File: src/rtl/acl_tx_retx_ctrl.sv
// rtl/acl_tx_retx_ctrl.sv - per-link ACL TX buffer, ARQ retransmission and SEQN controller
module acl_tx_retx_ctrl (
    input  logic       clk_6M,
    input  logic       rstz,
    input  logic [2:0] ms_lt_addr,
    input  logic       conns,
    input  logic       conn_new_p,
    input  logic       tx_start_p,
    input  logic       rx_endp,
    input  logic       rx_hdr_ok,
    input  logic       dec_arqn_bit,
    input  logic       dec_flow_bit,
    input  logic       mcu_load_p,
    input  logic [3:0] mcu_pktype,
    input  logic       mcu_flush_p,
    input  logic [7:0] regi_maxretry,
    output logic       send_new,
    output logic       send_old,
    output logic       send_null,
    output logic [3:0] tx_pktype,
    output logic [7:0] txSEQN,
    output logic       buf_free,
    output logic [7:0] retx_cnt,
    output logic       ack_p,
    output logic       drop_p,
    output logic       flush_done_p,
    output logic       load_err_p
);

    typedef enum logic [1:0] {
        ST_EMPTY    = 2'd0,
        ST_READY    = 2'd1,
        ST_INFLIGHT = 2'd2
    } link_st_e;

    localparam logic [3:0] PKT_NULL = 4'h0;

    link_st_e   st_q     [8];
    logic [3:0] pktype_q [8];
    logic [7:0] retry_q  [8];
    logic [7:0] seqn_q;

    // Current entry as seen at the start of the cycle
    link_st_e   cur_st;
    logic [3:0] cur_pktype;
    logic [7:0] cur_retry;
    logic       cur_seqn;

    // Next values for the addressed entry and registered outputs
    link_st_e   n_st;
    logic [3:0] n_pktype;
    logic [7:0] n_retry;
    logic       n_seqn;
    logic [3:0] n_tx_pktype;
    logic       n_send_new;
    logic       n_send_old;
    logic       n_send_null;
    logic       n_ack;
    logic       n_drop;
    logic       n_flush_done;
    logic       n_load_err;

    assign cur_st     = st_q[ms_lt_addr];
    assign cur_pktype = pktype_q[ms_lt_addr];
    assign cur_retry  = retry_q[ms_lt_addr];
    assign cur_seqn   = seqn_q[ms_lt_addr];

    assign txSEQN   = seqn_q;
    assign buf_free = (cur_st == ST_EMPTY);
    assign retx_cnt = cur_retry;

    // Apply the cycle's events to the addressed entry in priority order; each
    // later event sees the state left by the earlier ones (ACK before TX, etc.)
    always_comb begin
        n_st         = cur_st;
        n_pktype     = cur_pktype;
        n_retry      = cur_retry;
        n_seqn       = cur_seqn;
        n_tx_pktype  = tx_pktype;
        n_send_new   = 1'b0;
        n_send_old   = 1'b0;
        n_send_null  = 1'b0;
        n_ack        = 1'b0;
        n_drop       = 1'b0;
        n_flush_done = 1'b0;
        n_load_err   = 1'b0;

        if (conn_new_p) begin
            // A fresh link owns the entry outright; nothing else this cycle applies
            n_st    = ST_EMPTY;
            n_seqn  = 1'b1;
            n_retry = 8'd0;
        end else begin
            if (mcu_flush_p) begin
                n_st         = ST_EMPTY;
                n_retry      = 8'd0;
                n_flush_done = 1'b1;
            end else if (rx_endp && (n_st == ST_INFLIGHT) && rx_hdr_ok && dec_arqn_bit) begin
                n_st    = ST_EMPTY;
                n_retry = 8'd0;
                n_ack   = 1'b1;
            end

            if (tx_start_p && conns) begin
                if (!dec_flow_bit || (n_st == ST_EMPTY)) begin
                    n_send_null = 1'b1;
                    n_tx_pktype = PKT_NULL;
                end else if (n_st == ST_READY) begin
                    n_st        = ST_INFLIGHT;
                    n_send_new  = 1'b1;
                    n_tx_pktype = n_pktype;
                    n_seqn      = ~n_seqn;
                    n_retry     = 8'd0;
                end else if ((regi_maxretry == 8'd0) || (n_retry < regi_maxretry)) begin
                    n_send_old  = 1'b1;
                    n_tx_pktype = n_pktype;
                    n_retry     = (n_retry == 8'hff) ? 8'hff : n_retry + 8'd1;
                end else begin
                    // Retry budget exhausted: give the slot away and free the buffer
                    n_st        = ST_EMPTY;
                    n_retry     = 8'd0;
                    n_drop      = 1'b1;
                    n_send_null = 1'b1;
                    n_tx_pktype = PKT_NULL;
                end
            end

            // A flush in the same cycle wins over a load; otherwise load sees the
            // state after RX/TX handling
            if (mcu_load_p && !mcu_flush_p) begin
                if (n_st == ST_EMPTY) begin
                    n_st     = ST_READY;
                    n_pktype = mcu_pktype;
                end else begin
                    n_load_err = 1'b1;
                end
            end
        end
    end

    // Per-link state and registered decision/event pulses
    always_ff @(posedge clk_6M or negedge rstz) begin
        if (!rstz) begin
            for (int i = 0; i < 8; i++) begin
                st_q[i]     <= ST_EMPTY;
                pktype_q[i] <= 4'h0;
                retry_q[i]  <= 8'd0;
            end
            seqn_q       <= 8'hff;
            tx_pktype    <= PKT_NULL;
            send_new     <= 1'b0;
            send_old     <= 1'b0;
            send_null    <= 1'b0;
            ack_p        <= 1'b0;
            drop_p       <= 1'b0;
            flush_done_p <= 1'b0;
            load_err_p   <= 1'b0;
        end else begin
            st_q[ms_lt_addr]     <= n_st;
            pktype_q[ms_lt_addr] <= n_pktype;
            retry_q[ms_lt_addr]  <= n_retry;
            seqn_q[ms_lt_addr]   <= n_seqn;
            tx_pktype            <= n_tx_pktype;
            send_new             <= n_send_new;
            send_old             <= n_send_old;
            send_null            <= n_send_null;
            ack_p                <= n_ack;
            drop_p               <= n_drop;
            flush_done_p         <= n_flush_done;
            load_err_p           <= n_load_err;
        end
    end

endmodule
File: config.mk
export PLATFORM = sky130hd
export DESIGN_NAME = acl_tx_retx_ctrl
export DESIGN_NICKNAME = d
export VERILOG_FILES = /design/src/rtl/acl_tx_retx_ctrl.sv
export SDC_FILE = /design/constraint.sdc
export NUM_CORES = 1
export LEC_CHECK = 0
export ABC_AREA = 1
export CORE_MARGIN = 4
export CORE_UTILIZATION = 30
export CTS_CLUSTER_SIZE = 12
export DETAILED_ROUTE_END_ITERATION = 12
export SLEW_MARGIN = 20
export SYNTH_ARGS = -nofsm -noshare
export SYNTH_HDL_FRONTEND = slang
export SYNTH_SLANG_ARGS = --single-unit
File: constraint.sdc
create_clock -name clk_6M -period 3.82 [get_ports clk_6M]
set_input_delay 0.382 -clock clk_6M [delete_from_list [all_inputs] [get_ports clk_6M]]
set_output_delay 0.382 -clock clk_6M [all_outputs]
set_load 0.03 [all_outputs]
==> run_results.csv, run 1 <==
group,metric,value,unit
outcome,status,"finished clean",
clocking,path_clk_slew,0.06,ns
placed_design,place_area,8090,um^2
routing,drt_iter0_markers,570,
power_and_ir_drop,p_per_area,446,nW/um^2
routing,avgRoutedWirePerCell,16.1,um
clocking,cts.path.max_buffers,2,
sta,worstMarginPinSlew,0.696,ns
power_and_ir_drop,power.total,3870,uW
clocking,cts.sinks,131,
power_and_ir_drop,ir_drop,0.244,mV
sta,timing.fmax,292,MHz
grt,grt_pass1_vias,6078,
power_and_ir_drop,combPwrFrac,0.159,
floorplanning,io_pins,54,
routing,drt_wl_total,20.4,mm
clocking,root_buffer,"clkbuf_16",
setup_path,crit_chain,"clkdlybuf4s50_1 > buf_4 > nor2_2 > buf_12 > a22oi_1 > nand4_1 > inv_1 > nor2_1 > ha_1 > nand2_1 > nor2_1 > a211oi_2 > nand2_1 > nand3_2 > a21oi_4 > nand3_2 > nand3_1 > nand2_1",
logic_synthesis,synth_top_family_by_area,"simple AND/OR/NAND/NOR gates",
routing,drc_errors,0,
logic_synthesis,ys_seq_area_frac,0.476,
grt,antenna_found_initial,0,
floorplanning,die_h,160,um
layout,final_util,0.383,
floorplanning,die_w,160,um
layout,antenna_cells,0,
setup_path,worstSetupPathType,"primary input to flop",
sta,maxSlewViolCount,0,
setup_path,cp-start-kind,"primary input",
power_and_ir_drop,swShare,0.286,
sta,rsz0062_at_grt,"false",
logic_synthesis,async_reset_ff_frac,1.00,
clocking,worstSkewPairLatency,0.42,ns
placed_design,dp.cells,1235,
power_and_ir_drop,power_leakage,0.00446,uW
layout,design_area,8680,um^2
setup_path,crit_path_frequent_cell,"nand2_1",
layout,area_growth_syn_to_layout,25.6,%
logic_synthesis,avgSynthCellArea,7.88,um^2
routing,dr.pass1.iters,6,
placed_design,port_buffers,53,
logic_synthesis,synth-compound-area-share,0.0751,
setup_path,r2r_cells,17,
setup_path,setup.worst_path.end_class,"flop",
setup_path,rr_startpoint,"st_q[0]",
placed_design,place_congestion,0.835,
logic_synthesis,synth_mux_area_frac,0,
power_and_ir_drop,p_clk_frac,0.422,
setup_path,arrival,3.74,ns
run,cap_violations,0,
setup_path,slowest_delay,0.61,ns
power_and_ir_drop,switchingPower,1110,uW
floorplanning,rows,55,
logic_synthesis,netlist_area,6910,um^2
sta,fin_crit,3.43,ns
clocking,htreeDepth,4,
logic_synthesis,synth_edf_count,0,
logic_synthesis,yosys.area_share.simple,0.357,
setup_path,critical-path-slowest-cell,"clkdlybuf4s50_1",
grt,overflow,0,
floorplanning,core-area,22600,um^2
hold_path,hold_path.class,"primary input to async pin",
routing,via_per_inst,4.98,
grt,grt_pass1_wl,33.2,mm
routing,antenna_left,0,
setup_path,rr_endpoint,"pktype_q[16]",
grt,grt_max_degree,83,
setup_path,worstPathRequired,4.13,ns
routing,vias,6311,
logic_synthesis,ys_seq_elements,131,
layout,final_common_cell,"nand2_1",
sta,fin_crit_sh,0.897,
setup_path,crit_fanout,19,
logic_synthesis,yosys_warnings,0,
clocking,cts_tree,"yes",
power_and_ir_drop,p_int,2760,uW
sta,hold_viol_final,0,
sta,worst_hold_slack,0.0108,ns
logic_synthesis,synth_cells,877,
logic_synthesis,synthDistinctLibCells,46,
floorplanning,initial_core_util,0.305,
sta,slew_headroom,0.536,
clocking,cts_buffers,17,
logic_synthesis,synthAdderAreaFrac,0.0145,
layout,stdcell_count,1267,
power_and_ir_drop,seqPwrFrac,0.419,
logic_synthesis,syn_nets,911,
logic_synthesis,synth_xor_area_frac,0.00380,
layout,final_nets,1003,
setup_path,ff2ff_setup_slack,0.81,ns
logic_synthesis,yosys_most_used_dff,"dfrtp_1",
sta,clock-skew-final,0.0125,ns
grt,grt_usage,0.162,
floorplanning,die-area,25500,um^2
placed_design,hpwl,13.8,mm
sta,setup_viol,0,
layout,final_layout_size_suffix_gt1_frac,0.165,
layout,final_cell_mix,"nand2_1 (343), dfrtp_1 (123), nand3_1 (110)",
-- through the flow --
step	setup TNS [ns]	worst slack, ns
after floorplan	0	0.599
after global placement	-6.61	-0.126
after detailed placement	-7.58	-0.123
after CTS	0	0.313
after global routing	0	0.0889
final	0	0.394
-- power groups by stage --
stage                     combinational, uW  clock (uW)  sequential, uW
after detailed placement                613           0            1640
final                                   614        1630            1620
after CTS                               617        1660            1620
after global placement                  609           0            1640
after floorplan                         339           0            1670
after global routing                    680        1720            1640
-- worst max path at each step --
stage                   from            to  slack [ns]  cells after the start
3_3_place_gp   ms_lt_addr[1]   retry_q[16]       -0.13                     22
5_1_grt        ms_lt_addr[1]   retry_q[48]        0.09                     23
6_report       ms_lt_addr[0]  pktype_q[16]        0.39                     18
4_1_cts        ms_lt_addr[1]    retry_q[3]        0.31                     22
3_5_place_dp   ms_lt_addr[1]    retry_q[3]       -0.12                     22
2_1_floorplan  ms_lt_addr[2]   pktype_q[0]        0.60                     23
-- worst max-delay path: cells and delay by family --
family                   cells  cell delay, ns
buffers and inverters        4            1.15
adder cells (fa/ha/maj)      1            0.33
AND/OR/NAND/NOR             10            1.25
AO/OA/AOI/OAI                3            0.61
-- Yosys cell counts, drive strengths merged, types with 2 or more instances --
master / count / share of area
a21oi: 5 / 0.0052
a221oi: 5 / 0.0063
a22o: 12 / 0.015
a22oi: 15 / 0.016
buf: 17 / 0.017
clkbuf: 20 / 0.011
clkinv: 5 / 0.0027
dfrtp: 123 / 0.45
dfstp: 8 / 0.030
ha: 8 / 0.014
inv: 78 / 0.043
nand2: 364 / 0.21
nand3: 118 / 0.091
nand4: 16 / 0.014
nor2: 35 / 0.028
nor3: 8 / 0.0081
o21ai: 22 / 0.018
o22a: 2 / 0.0025
o31ai: 4 / 0.0043
xnor2: 2 / 0.0025
-- per-layer routing --
| layer | wire [um] | vias up | part of all wire | GRT usage |
|---|---|---|---|---|
| li1 | - | 3017 | - | - |
| met1 | 9550 | 3040 | 0.47 | 0.230 |
| met2 | 9230 | 233 | 0.45 | 0.251 |
| met3 | 1400 | 21 | 0.069 | 0.0315 |
| met4 | 249 | 0 | 0.012 | 0.0516 |
| met5 | 0 | - | 0 | 0 |
-- cell families after synthesis --
kind of cell,Yosys count
compound gates,70
xor+xnor,3
fa+ha+maj,8
buf+inv,120
flops,131
simple gates,545
-- cell type report --
class	count	area, um^2
fillers	2280	14000
repair buffers	110	1010
multi-input cells	626	3120
flip-flops and latches	131	3290
clock inverters	11	128
clock buffers	21	460
well taps	285	357
inverters	83	317
-- flip-flops by register name (all words and copies together) (netlist names) --
name          flops
txSEQN            8
ack_p             1
retry_q          64
load_err_p        1
send_null         1
pktype_q         32
flush_done_p      1
tx_pktype         4
send_old          1
st_q             16
drop_p            1
send_new          1
-- what timing repair did --
item,4_1_cts,5_1_grt
buffers inserted,0,0
setup endpoints to repair,0,60
hold buffers,0,0
resized for setup,0,1
(Power assumes the default switching activity.)
==> inputs of run 2 (changes only) <==
--- a/config.mk
+++ b/config.mk
@@ -10,6 +10,7 @@
 export CORE_UTILIZATION = 30
 export CTS_CLUSTER_SIZE = 12
 export DETAILED_ROUTE_END_ITERATION = 12
+export PLACE_DENSITY = 0.57
 export SLEW_MARGIN = 20
 export SYNTH_ARGS = -nofsm -noshare
 export SYNTH_HDL_FRONTEND = slang
==> constraint.sdc (replaced) <==
create_clock -name clk_6M -period 3.62 [get_ports clk_6M]
set_input_delay 0.362 -clock clk_6M [delete_from_list [all_inputs] [get_ports clk_6M]]
set_output_delay 0.362 -clock clk_6M [all_outputs]
set_load 0.03 [all_outputs]
==> run 2 against run 1 <==
Net effect: the flow now finishes with violations (hold timing); first-iteration DRC count down 19%; design area up 3.0%; sequential power up 6%; clock power up 18%; clock-buffer cell count down 4; clock skew down 0.0014 ns; register-to-register slack worse by 0.14 ns; die area unchanged; global-route usage up 0.54 points; critical path type unchanged; largest power group unchanged.
==> run_results.csv, run 2 (synthesis results as in run 1) <==
group,metric,value,unit
power_and_ir_drop,p_per_area,482,nW/um^2
clocking,cts.sinks,131,
routing,drc_errors,0,
layout,final_common_cell,"nand2_1",
setup_path,worstSetupPathType,"primary input to flop",
grt,grt_usage,0.168,
routing,dr.pass1.iters,5,
run,cap_violations,0,
sta,maxSlewViolCount,0,
placed_design,place_congestion,0.841,
grt,overflow,0,
placed_design,port_buffers,53,
hold_path,hold_path.class,"primary input to async pin",
routing,avgRoutedWirePerCell,16.3,um
sta,worst_hold_slack,-0.0117,ns
grt,antenna_found_initial,0,
floorplanning,core-area,22600,um^2
grt,grt_max_degree,77,
layout,final_nets,1029,
floorplanning,die-area,25500,um^2
sta,fin_crit,3.34,ns
setup_path,critical_path.top_delay_family,"buffers and inverters",
placed_design,hpwl,14.3,mm
outcome,violations,"hold timing",
sta,fin_crit_sh,0.924,
sta,hold_viol_final,7,
power_and_ir_drop,power.total,4310,uW
routing,drt_iter0_markers,459,
setup_path,crit_fanout,8,
sta,timing.fmax,299,MHz
layout,final_layout_size_suffix_gt1_frac,0.192,
sta,setup_viol,0,
clocking,htreeDepth,4,
layout,area_growth_syn_to_layout,29.4,%
floorplanning,initial_core_util,0.305,
routing,antenna_left,0,
setup_path,crit_buf_inv,9,
setup_path,arrival,3.66,ns
setup_path,ff2ff_setup_slack,0.67,ns
setup_path,r2r_cells,21,
power_and_ir_drop,power_leakage,0.00464,uW
clocking,worstSkewPairLatency,0.43,ns
clocking,holdBufCountCts,0,
layout,largest_reg_flops,64,
sta,clock-skew-final,0.0112,ns
setup_path,cp-start-kind,"primary input",
setup_path,slowest_delay,0.41,ns
grt,grt_pass1_vias,6208,
sta,slew_headroom,0.494,
setup_path,crit_path_frequent_cell,"nand2_1",
floorplanning,rows,55,
grt,grt_pass1_wl,34.2,mm
clocking,root_buffer,"clkbuf_16",
floorplanning,die_w,160,um
clocking,path_clk_slew,0.06,ns
setup_path,worstPathRequired,3.94,ns
setup_path,setup.worst_path.end_class,"flop",
layout,antenna_cells,0,
power_and_ir_drop,ir_drop,0.272,mV
routing,via_per_inst,4.88,
setup_path,rr_endpoint,"pktype_q[11]",
setup_path,critical-path-slowest-cell,"clkdlybuf4s50_1",
clocking,cts_tree,"yes",
clocking,cts.path.max_buffers,2,
layout,final_util,0.395,
setup_path,critPathLaunch,"ms_lt_addr[2]",
layout,final_cell_mix,"nand2_1 (342), dfrtp_1 (123), nand3_1 (110)",
clocking,cts_buffers,17,
routing,vias,6311,
outcome,status,"complete, but fails checks",
floorplanning,die_h,160,um
sta,worstMarginPinSlew,0.759,ns
layout,fillCellCount,2265,
setup_path,rr_startpoint,"st_q[0]",
layout,top_regs,"retry_q (64), pktype_q (32), st_q (16)",
layout,max_flop_register,"retry_q",
floorplanning,io_pins,54,
routing,drt_wl_total,21.0,mm
-- run 2: cell count changes in the layout (fill, tap and decap cells not counted), moves of 2 or more --
cell | before | now
clkbuf_1 | 2 | 0
inv_6 | 2 | 4
clkdlybuf4s50_1 | 49 | 45
clkinvlp_4 | 3 | 1
o21ai_2 | 4 | 2
o21ai_4 | 0 | 2
bufinv_16 | 2 | 5
clkbuf_8 | 2 | 0
buf_4 | 56 | 86
-- run 2: worst max path at each step --
| stage | to | slack, ns | cells after the start |
|---|---|---|---|
| 2_1_floorplan | pktype_q[0] | 0.42 | 23 |
| 3_3_place_gp | pktype_q[24] | -0.25 | 23 |
| 3_5_place_dp | pktype_q[0] | -0.29 | 23 |
| 4_1_cts | pktype_q[11] | 0.14 | 23 |
| 5_1_grt | retry_q[20] | -0.006 | 25 |
| 6_report | pktype_q[11] | 0.28 | 25 |
-- run 2: layer usage --
| metal | vias up | part of all wire | GRT usage |
|---|---|---|---|
| met3 | 29 | 0.050 | 0.0382 |
| met1 | 3040 | 0.47 | 0.225 |
| met5 | - | 0 | 0 |
| met2 | 156 | 0.46 | 0.269 |
| met4 | 0 | 0.019 | 0.0563 |
| li1 | 3086 | - | - |
-- run 2: cell type report --
| type | instances | area (um^2) | area share |
|---|---|---|---|
| inverter | 83 | 317 | 0.0354 |
| clock inverter | 15 | 229 | 0.0256 |
| multi-input combinational | 626 | 3140 | 0.351 |
| timing repair buffer | 136 | 1190 | 0.133 |
| sequential | 131 | 3290 | 0.368 |
| tap | 285 | 357 | 0.0399 |
| clock buffer | 17 | 425 | 0.0476 |
-- run 2: through the flow --
step / area [um^2] / worst slack, ns / instances / TNS [ns] / hold slack [ns]
2_1_floorplan: 6910 / 0.419 / 877 / 0 / 0.0664
3_3_place_gp: 8240 / -0.253 / 1259 / -21.70 / 0.457
3_5_place_dp: 8240 / -0.295 / 1259 / -24.32 / 0.461
4_1_cts: 8890 / 0.139 / 1291 / 0 / 0.0130
5_1_grt: 8950 / -0.00560 / 1293 / -0.00560 / 0.0492
6_report: 8950 / 0.276 / 1293 / 0 / -0.0117
-- run 2: power breakdown --
part | switching (uW) | total, uW | internal, uW
Sequential | 88.2 | 1720 | 1630
Clock | 694 | 1920 | 1230
Combinational | 418 | 670 | 252
-- run 2: repair_timing --
item / CTS / global route
buffers inserted: 0 / 2
endpoints found under the setup margin: 0 / 101
resized for setup: 0 / 6
==> inputs of run 3 (changes only) <==
--- a/config.mk
+++ b/config.mk
@@ -8,7 +8,7 @@
 export ABC_AREA = 1
 export CORE_MARGIN = 4
 export CORE_UTILIZATION = 30
-export CTS_CLUSTER_SIZE = 12
+export CTS_CLUSTER_SIZE = 20
 export DETAILED_ROUTE_END_ITERATION = 12
 export PLACE_DENSITY = 0.57
 export SLEW_MARGIN = 20
==> results of run 3 <==
No change in the layout: final DEF, timing and power equal those of run 2.
